File: src/rtl/reglk_ctrl.sv
// Register-lock bank controller: provisioning window, frozen set-only mode and
// JTAG debug unlock with hold qualification. Writes use a 2-cycle valid/ready handshake.
module reglk_ctrl #(
  parameter int unsigned NUM_WORDS    = 6,
  parameter int unsigned WORD_W       = 32,
  parameter int unsigned UNLOCK_DELAY = 16,
  localparam int unsigned IdxW        = (NUM_WORDS > 1) ? $clog2(NUM_WORDS) : 1
) (
  input  logic                        clk_i,
  input  logic                        rst_i,
  input  logic                        soft_rst_i,
  input  logic                        boot_done_i,
  input  logic                        jtag_unlock_i,
  input  logic                        req_valid_i,
  output logic                        req_ready_o,
  input  logic [IdxW-1:0]             req_idx_i,
  input  logic [WORD_W-1:0]           req_data_i,
  input  logic                        req_priv_i,
  output logic                        resp_valid_o,
  output logic                        resp_err_o,
  output logic                        violation_o,
  output logic [1:0]                  state_o,
  output logic [NUM_WORDS*WORD_W-1:0] reglk_o
);

  localparam int unsigned CntW = $clog2(UNLOCK_DELAY + 1);
  localparam logic [IdxW:0] NumWordsW = (IdxW + 1)'(NUM_WORDS);
  localparam logic [CntW-1:0] CntLast = CntW'(UNLOCK_DELAY - 1);

  typedef enum logic [1:0] {
    StProv       = 2'd0,
    StFrozen     = 2'd1,
    StUnlockWait = 2'd2,
    StDebug      = 2'd3
  } state_e;

  state_e            state_q, state_d;
  state_e            origin_q, origin_d;
  logic [CntW-1:0]   cnt_q, cnt_d;
  logic [WORD_W-1:0] bank_q [NUM_WORDS];
  logic [WORD_W-1:0] bank_d [NUM_WORDS];
  logic              ready_q, ready_d;
  logic              resp_valid_q, resp_valid_d;
  logic              resp_err_q, resp_err_d;
  logic              viol_q, viol_d;

  logic              accept, idx_ok, covers, bulk_clear, bulk_set, wr_en;
  logic [CntW-1:0]   cnt_inc;
  logic [WORD_W-1:0] cur_word;
  state_e            rules;

  always_comb begin
    state_d      = state_q;
    origin_d     = origin_q;
    cnt_d        = cnt_q;
    ready_d      = ready_q;
    resp_valid_d = 1'b0;
    resp_err_d   = 1'b0;
    viol_d       = 1'b0;
    bulk_clear   = 1'b0;
    bulk_set     = 1'b0;
    wr_en        = 1'b0;
    cnt_inc      = cnt_q + CntW'(1);

    accept = req_valid_i & ready_q;
    idx_ok = {1'b0, req_idx_i} < NumWordsW;
    // Unlock qualification borrows the write rules of the state it came from.
    rules  = (state_q == StUnlockWait) ? origin_q : state_q;

    cur_word = '0;
    for (int j = 0; j < int'(NUM_WORDS); j++) begin
      if (req_idx_i == IdxW'(j)) cur_word = bank_q[j];
    end
    covers = (req_data_i & cur_word) == cur_word;

    unique case (state_q)
      StProv: begin
        if (boot_done_i) begin
          state_d = StFrozen;
        end else if (jtag_unlock_i) begin
          state_d  = StUnlockWait;
          origin_d = StProv;
          cnt_d    = '0;
        end
      end
      StFrozen: begin
        if (jtag_unlock_i) begin
          state_d  = StUnlockWait;
          origin_d = StFrozen;
          cnt_d    = '0;
        end
      end
      StUnlockWait: begin
        if (!jtag_unlock_i) begin
          state_d = origin_q;
          cnt_d   = '0;
        end else if (cnt_inc == CntLast) begin
          state_d    = StDebug;
          cnt_d      = '0;
          bulk_clear = 1'b1;
        end else begin
          cnt_d = cnt_inc;
        end
      end
      StDebug: begin
        if (!jtag_unlock_i) begin
          state_d  = StFrozen;
          bulk_set = 1'b1;
        end
      end
      default: state_d = StProv;
    endcase

    if (accept) begin
      resp_valid_d = 1'b1;
      ready_d      = 1'b0;
      resp_err_d   = 1'b1;
      // A bulk clear/set on this edge overrides the write.
      if (!bulk_clear && !bulk_set && idx_ok && req_priv_i) begin
        if (rules == StFrozen) begin
          if (covers) begin
            wr_en      = 1'b1;
            resp_err_d = 1'b0;
          end else begin
            viol_d = 1'b1;
          end
        end else begin
          wr_en      = 1'b1;
          resp_err_d = 1'b0;
        end
      end
    end else begin
      ready_d = 1'b1;
    end

    for (int j = 0; j < int'(NUM_WORDS); j++) begin
      if (bulk_clear) begin
        bank_d[j] = '0;
      end else if (bulk_set) begin
        bank_d[j] = '1;
      end else if (wr_en && (req_idx_i == IdxW'(j))) begin
        bank_d[j] = req_data_i;
      end else begin
        bank_d[j] = bank_q[j];
      end
    end

    if (soft_rst_i) begin
      state_d      = StProv;
      origin_d     = StProv;
      cnt_d        = '0;
      ready_d      = 1'b1;
      resp_valid_d = 1'b0;
      resp_err_d   = 1'b0;
      viol_d       = 1'b0;
      for (int j = 0; j < int'(NUM_WORDS); j++) bank_d[j] = '1;
    end
  end

  always_ff @(posedge clk_i or posedge rst_i) begin
    if (rst_i) begin
      state_q      <= StProv;
      origin_q     <= StProv;
      cnt_q        <= '0;
      ready_q      <= 1'b1;
      resp_valid_q <= 1'b0;
      resp_err_q   <= 1'b0;
      viol_q       <= 1'b0;
      for (int j = 0; j < int'(NUM_WORDS); j++) bank_q[j] <= '1;
    end else begin
      state_q      <= state_d;
      origin_q     <= origin_d;
      cnt_q        <= cnt_d;
      ready_q      <= ready_d;
      resp_valid_q <= resp_valid_d;
      resp_err_q   <= resp_err_d;
      viol_q       <= viol_d;
      for (int j = 0; j < int'(NUM_WORDS); j++) bank_q[j] <= bank_d[j];
    end
  end

  always_comb begin
    reglk_o = '0;
    for (int j = 0; j < int'(NUM_WORDS); j++) reglk_o[j*WORD_W +: WORD_W] = bank_q[j];
  end

  assign req_ready_o  = ready_q;
  assign resp_valid_o = resp_valid_q;
  assign resp_err_o   = resp_err_q;
  assign violation_o  = viol_q;
  assign state_o      = state_q;

endmodule

File: config.mk
export PLATFORM = sky130hd
export DESIGN_NAME = reglk_ctrl
export DESIGN_NICKNAME = d
export VERILOG_FILES = /design/src/rtl/reglk_ctrl.sv
export SDC_FILE = /design/constraint.sdc
export NUM_CORES = 1
export LEC_CHECK = 0
export ABC_AREA = 1
export CORE_ASPECT_RATIO = 0.8
export CORE_UTILIZATION = 30
export CTS_BUF_LIST = sky130_fd_sc_hd__clkbuf_2 sky130_fd_sc_hd__clkbuf_4 sky130_fd_sc_hd__clkbuf_8
export DETAILED_ROUTE_END_ITERATION = 12
export PLACE_DENSITY_LB_ADDON = 0.05
export SLEW_MARGIN = 40
export SYNTH_ARGS = -nofsm -noshare
export SYNTH_HDL_FRONTEND = slang
export SYNTH_SLANG_ARGS = --single-unit
File: constraint.sdc
create_clock -name clk_i -period 7.25 [get_ports clk_i]
set_input_delay 1.45 -clock clk_i [delete_from_list [all_inputs] [get_ports clk_i]]
set_output_delay 1.45 -clock clk_i [all_outputs]
set_load 0.01 [all_outputs]
; ---- Word level (Yosys, flattened, before mapping)
; Cells that the tools add are included.
[word_totals]
mem_count = 0
latchBits = 0
romBits = 0
ram_bits = 0
register_bits = 205
[op_classes]
n_reduce_logical = 24
n_eq_ne = 16
n_div = 0
shift = 0
bitwise_logic = 2
add_sub_neg = 1
n_mux = 65
n_lt_le_gt_ge = 1
n_mul = 0
[op_table]
columns = operator, n
row1 = 2-to-1 mux 32 bit, 24
row2 = 2-to-1 mux 192 bit, 1
row3 = bitwise AND 32 bit, 1
row4 = == test 32 bit, 1
row5 = nonzero test 4 bit, 7
row6 = 2-to-1 mux 5 bit, 5
row7 = 2-to-1 mux 2 bit, 11
row8 = 2-to-1 mux 1 bit, 21
row9 = case mux 5 bit (3 select lines), 1
row10 = inequality test 3 bit (second input constant), 4
row11 = logical AND 1 bit, 9
row12 = case mux 2 bit (4 select lines), 1
row13 = == test 3 x 2 -> 1 bit (second input constant), 2
row14 = == test 3 bit (second input constant), 2
row15 = adder 5 x 1 -> 5 bit (second input constant), 1
row16 = == test 5 x 4 -> 1 bit (second input constant), 1
row17 = == test 2 x 1 -> 1 bit (second input constant), 2
row18 = == test 2 bit (second input constant), 2
row19 = inequality test 4 x 3 -> 1 bit (second input constant), 1
row20 = case mux 2 bit (2 select lines), 1
row21 = AND reduction 2 bit, 2
row22 = AND reduction 4 bit, 1
row23 = == test 3 x 1 -> 1 bit (second input constant), 1
row24 = zero test 3 bit, 1
row25 = other kinds (5), 6

; ---- Logic depth before layout (Yosys ltp)
[logic_depth]
ltp_word = 18
mapped_depth = 21
depth_no_buf = 18

; ---- Least setup slack after synthesis
; Ideal clock, no wire load.
[synth_path]
kind = input-to-reg
startpoint = input req_idx_i[1]
endpoint = register bank_q, in the netlist reglk_o[160]
path_slack_ns = 3.783
arrival_time_ns = 3.406
setup_time_ns = 0.061
t_required_ns = 7.189
stages = 18
path_cell_list = buf_2 > nor3_2 > inv_2 > clkbuf_1 > nor2_1 > nor2_1 > nand2_1 > nand2_1 > nor2_1 > nand2_1 > nor2_1 > nand2_1 > nand2_2 > nand4_2 > nand2_2 > buf_4 > nand2_1 > nand2_1
[synth_via]
elab_chain_len = 15
word_cells_on_any_way = 23
[synth_rtl]
columns = element, line_no
row1 = from (decl), 16  ; input logic [IdxW-1:0] req_idx_i,
row2 = zero test 3 bit, 72  ; if (req_idx_i == IdxW'(j)) cur_word = bank_q[j];
row3 = 2-to-1 mux 32 bit (6 in series), 72
row4 = bitwise AND 32 bit, 74  ; covers = (req_data_i & cur_word) == cur_word;
row5 = == test 32 bit, 74
row6 = 2-to-1 mux 1 bit, 121  ; if (covers) begin
row7 = 2-to-1 mux 1 bit, 120  ; if (rules == StFrozen) begin
row8 = 2-to-1 mux 1 bit, 119  ; if (!bulk_clear && !bulk_set && idx_ok && req_priv_i) begin
row9 = 2-to-1 mux 1 bit, 114  ; if (accept) begin
row10 = logical AND 1 bit *, 141  ; end else if (wr_en && (req_idx_i == IdxW'(j))) begin
row11 = nonzero test 4 bit (no line) *, -
row12 = to (decl), 40  ; logic [WORD_W-1:0] bank_q [NUM_WORDS];
; Mark *: on every way between the ends. The rest lies on a longest branch, timed or not.
; A chain may end at the register's enable or synchronous reset.

; ---- Final worst setup path
[layout_path]
startpoint = input req_idx_i[2]
endpoint = register bank_q, in the netlist reglk_o[142]
; The elaborated chain is that of the path after synthesis.

==> results_dict.tcl <==
set metrics [dict create \
    achievable-frequency_mhz 187 \
    power.static_leakage_nw 6.85 \
    synth.lib_cells_used.distinct 26 \
    final-setup-viol-count 0 \
    synth_sequential_area_ratio_pct 49.6 \
    most_frequent_standard_cell_in_the_layout_excluding_fill_and_tap_cells "sky130_fd_sc_hd__nand2_1" \
    floorplan.die.height_um 172 \
    cts_hold_repair.buffers 0 \
    finalHoldViolCount 0 \
    timing.reg2reg.worst_path_depth 9 \
    post_cts.resized_instances 0 \
    ir_drop_uv 82.9 \
    crit_path_start_kind "input port" \
    power_report.internal_total_mw 2.44 \
    cts.sink_count 204 \
    tns_ps 0 \
    timing.hold.worst.start "reglk_o[176]" \
    drtAntennaViolNets 0 \
    dpl.hpwl_mm 32.0 \
    track_usage_pct 25.7 \
    clkLatencyLatePin_ps 560 \
    fp.coreArea_sq_mm 0.0350 \
    place_inst 2111 \
    path_class "input port to flop" \
    reg2reg_setup_slack_ps 4110 \
    synth-warning-count 0 \
    clockRootBuffer "sky130_fd_sc_hd__clkbuf_8" \
    final_critical_path_setup_slack_ps 1910 \
    fraction_of_layout_cells_with_a_size_suffix_above_1_pct 18.7 \
    setup_fix_buffers_added_after_clock_tree_synthesis 0 \
    die_w_um 214 \
    grt_max_degree 140 \
    routed_wire_length_per_instance_um 21.7 \
    grt_remaining_overflow 0 \
    area_growth_syn_to_layout_pct 33.9 \
    fin_worst_skew_ps 24.3 \
    placement.io_buffers 239 \
    relSlewSlack_pct 39.2 \
    die_ar_sq_mm 0.0367 \
    gpl.final_weighted_congestion 0.830 \
    routed_via_count_divided_by_cell_count 5.07 \
    first_pass_iters 5 \
    tightest_slew_ps 907 \
    whs_ps 493 \
    grt_first_pass_wirelength_mm 70.5 \
    max_cap_viol_count 0 \
    finalWirelength_mm 47.3 \
    worstHoldPathType "flop to flop" \
    power.sequential.fraction_pct 42.5 \
    final_area_sq_mm 0.0144 \
    syn_area_per_cell_sq_um 7.33 \
    nets 1724 \
    final-instance-count-excl-fill 2180 \
    clock_path_buffers 3 \
    fin_crit_ps 5340 \
    io-pin-count 240 \
    arrival_ps 5820 \
    tritoncts "built" \
    postSynthNetCount 1514 \
    slew_violations 0 \
    run_status "complete, no violations" \
    grt_setup_unrepaired "no" \
    switching_share_pct 30.7 \
    routed-via-count 11100 \
    power_frac_comb_pct 21.4 \
    placement.cell_area_sq_mm 0.0136 \
    yosys_register_bits 204 \
    antenna_cells 0 \
    startpoint "req_idx_i[2]" \
    num_rows 61 \
    power.density_cell_area_mw_per_mm2 244 \
    setup.worst_path.end "reglk_o[142]" \
    critPathRequiredTime_ps 7730 \
    cts_buffers 39 \
    final_core_utilization_pct 41.2 \
    power.switching_mw 1.08 \
    cts_htree_levels 2 \
    dr.first_iter.drc_count 929 \
    grt_pass1_vias 10700 \
    start_util_pct 30.8 \
    crit-reg2reg-launch "cnt_q[1]" \
    worstSetupEndpointType "flop" \
    critical_path.max_fanout 41 \
    final_min_period_over_clock_period_pct 73.7 \
    post_synth_inst_count 1470 \
    share_clk_of_total_power_pct 36.1 \
    drcViolationCount 0 \
    critical_path.reg2reg.endpoint "reglk_o[182]" \
    grt_antenna_before_repair 0 \
    pre_cts_slack_ps 1330 \
    post-layout-total-power_mw 3.51 \
    most-common-layout-cells "613 x sky130_fd_sc_hd__nand2_1, 245 x sky130_fd_sc_hd__nand3_1, 238 x sky130_fd_sc_hd__clkdlybuf4s50_1" \
    netlist_area_sq_mm 0.0108 \
    clk_pin_slew_ps 50 \
]
## layer usage
| layer | global-route usage (%) | part of all wire (%) | vias up |
|---|---|---|---|
| met2 | 38.0 | 43 | 491 |
| li1 | - | - | 5154 |
| met5 | 0 | 0 | - |
| met1 | 36.9 | 46 | 5335 |
| met4 | 7.16 | 2.2 | 0 |
| met3 | 6.40 | 8.9 | 71 |
## cell type report
cell class | instances | area, sq um
clock buffers | 66 | 821
clock inverters | 3 | 40.0
fillers | 3579 | 20600
inverters | 32 | 145
multi-input cells | 1137 | 4890
flip-flops and latches | 204 | 5350
well taps | 472 | 591
repair buffers | 266 | 2590
## power groups by stage
stage / clock [mW] / sequential, mW / combinational (mW)
3_3_place_gp: 0 / 1.51 / 0.748
3_5_place_dp: 0 / 1.51 / 0.753
5_1_grt: 1.34 / 1.51 / 0.826
4_1_cts: 1.29 / 1.49 / 0.756
2_1_floorplan: 0 / 1.51 / 0.308
6_report: 1.27 / 1.49 / 0.752
## critical path: stages
cell and delay, ps:
sky130_fd_sc_hd__clkdlybuf4s50_1 540, sky130_fd_sc_hd__inv_2 600, sky130_fd_sc_hd__nand3_1 750, sky130_fd_sc_hd__buf_4 410, sky130_fd_sc_hd__nor2_1 140, sky130_fd_sc_hd__nor2_1 60, sky130_fd_sc_hd__nand2_1 80, sky130_fd_sc_hd__nand2_1 60
sky130_fd_sc_hd__nand2_1 70, sky130_fd_sc_hd__nand2_1 50, sky130_fd_sc_hd__nor2_1 90, sky130_fd_sc_hd__nand2_1 110, sky130_fd_sc_hd__nor2_1 160, sky130_fd_sc_hd__nand2_1 80, sky130_fd_sc_hd__nand2_2 170, sky130_fd_sc_hd__nand4_2 120
sky130_fd_sc_hd__nand2_2 650, sky130_fd_sc_hd__nand2_1 100, sky130_fd_sc_hd__nand2_1 100
## sequential cells by signal (all words and copies together), names as in the netlist
register	count
reglk_o	192
resp_err_o	1
origin_q	1
violation_o	1
resp_valid_o	1
state_o	2
req_ready_o	1
cnt_q	5
## cells by family (layout without fill, tap and decap cells)
kind of cell / Yosys count / after routing / share of synthesized area (%)
AOI/OAI and AO/OA: 44 / 44 / 2.11
xor gates and xnor gates: 3 / 3 / 0.244
adders and majority gates: 2 / 2 / 0.232
buffers and inverters: 129 / 367 / 5.45
DFF: 204 / 204 / 49.6
and+or+nand+nor: 1088 / 1088 / 42.4
## cell usage after synthesis
cell	count	share of area [%]
sky130_fd_sc_hd__a21oi_1	35	1.6
sky130_fd_sc_hd__buf_1	4	0.14
sky130_fd_sc_hd__buf_2	28	1.3
sky130_fd_sc_hd__buf_4	18	1.3
sky130_fd_sc_hd__clkbuf_1	47	1.6
sky130_fd_sc_hd__clkinv_1	1	0.035
sky130_fd_sc_hd__dfrtp_1	11	2.6
sky130_fd_sc_hd__dfstp_2	193	47
sky130_fd_sc_hd__ha_1	2	0.23
sky130_fd_sc_hd__inv_1	28	0.98
sky130_fd_sc_hd__inv_2	3	0.10
sky130_fd_sc_hd__nand2_1	613	21
sky130_fd_sc_hd__nand2_2	7	0.41
sky130_fd_sc_hd__nand3_1	245	11
sky130_fd_sc_hd__nand4_1	18	1.0
sky130_fd_sc_hd__nand4_2	6	0.70
sky130_fd_sc_hd__nor2_1	159	5.5
sky130_fd_sc_hd__nor3_1	36	1.7
sky130_fd_sc_hd__nor3_2	1	0.093
sky130_fd_sc_hd__o211ai_1	1	0.070
sky130_fd_sc_hd__o21ai_0	5	0.23
sky130_fd_sc_hd__o22ai_1	2	0.12
sky130_fd_sc_hd__o31ai_1	1	0.070
sky130_fd_sc_hd__or2_2	3	0.17
sky130_fd_sc_hd__xnor2_1	1	0.081
sky130_fd_sc_hd__xor2_1	2	0.16
## worst min-delay path by stage
| stage | cells past startpoint | end | slack [ps] |
|---|---|---|---|
| 6_report | 2 | reglk_o[176] | 490 |
| 5_1_grt | 2 | reglk_o[177] | 510 |
| 4_1_cts | 2 | reglk_o[166] | 500 |
| 3_5_place_dp | 2 | reglk_o[166] | 490 |
| 3_3_place_gp | 2 | reglk_o[94] | 480 |
| 2_1_floorplan | 2 | reglk_o[72] | 490 |
Note: power is estimated with default switching activity, not from simulation.
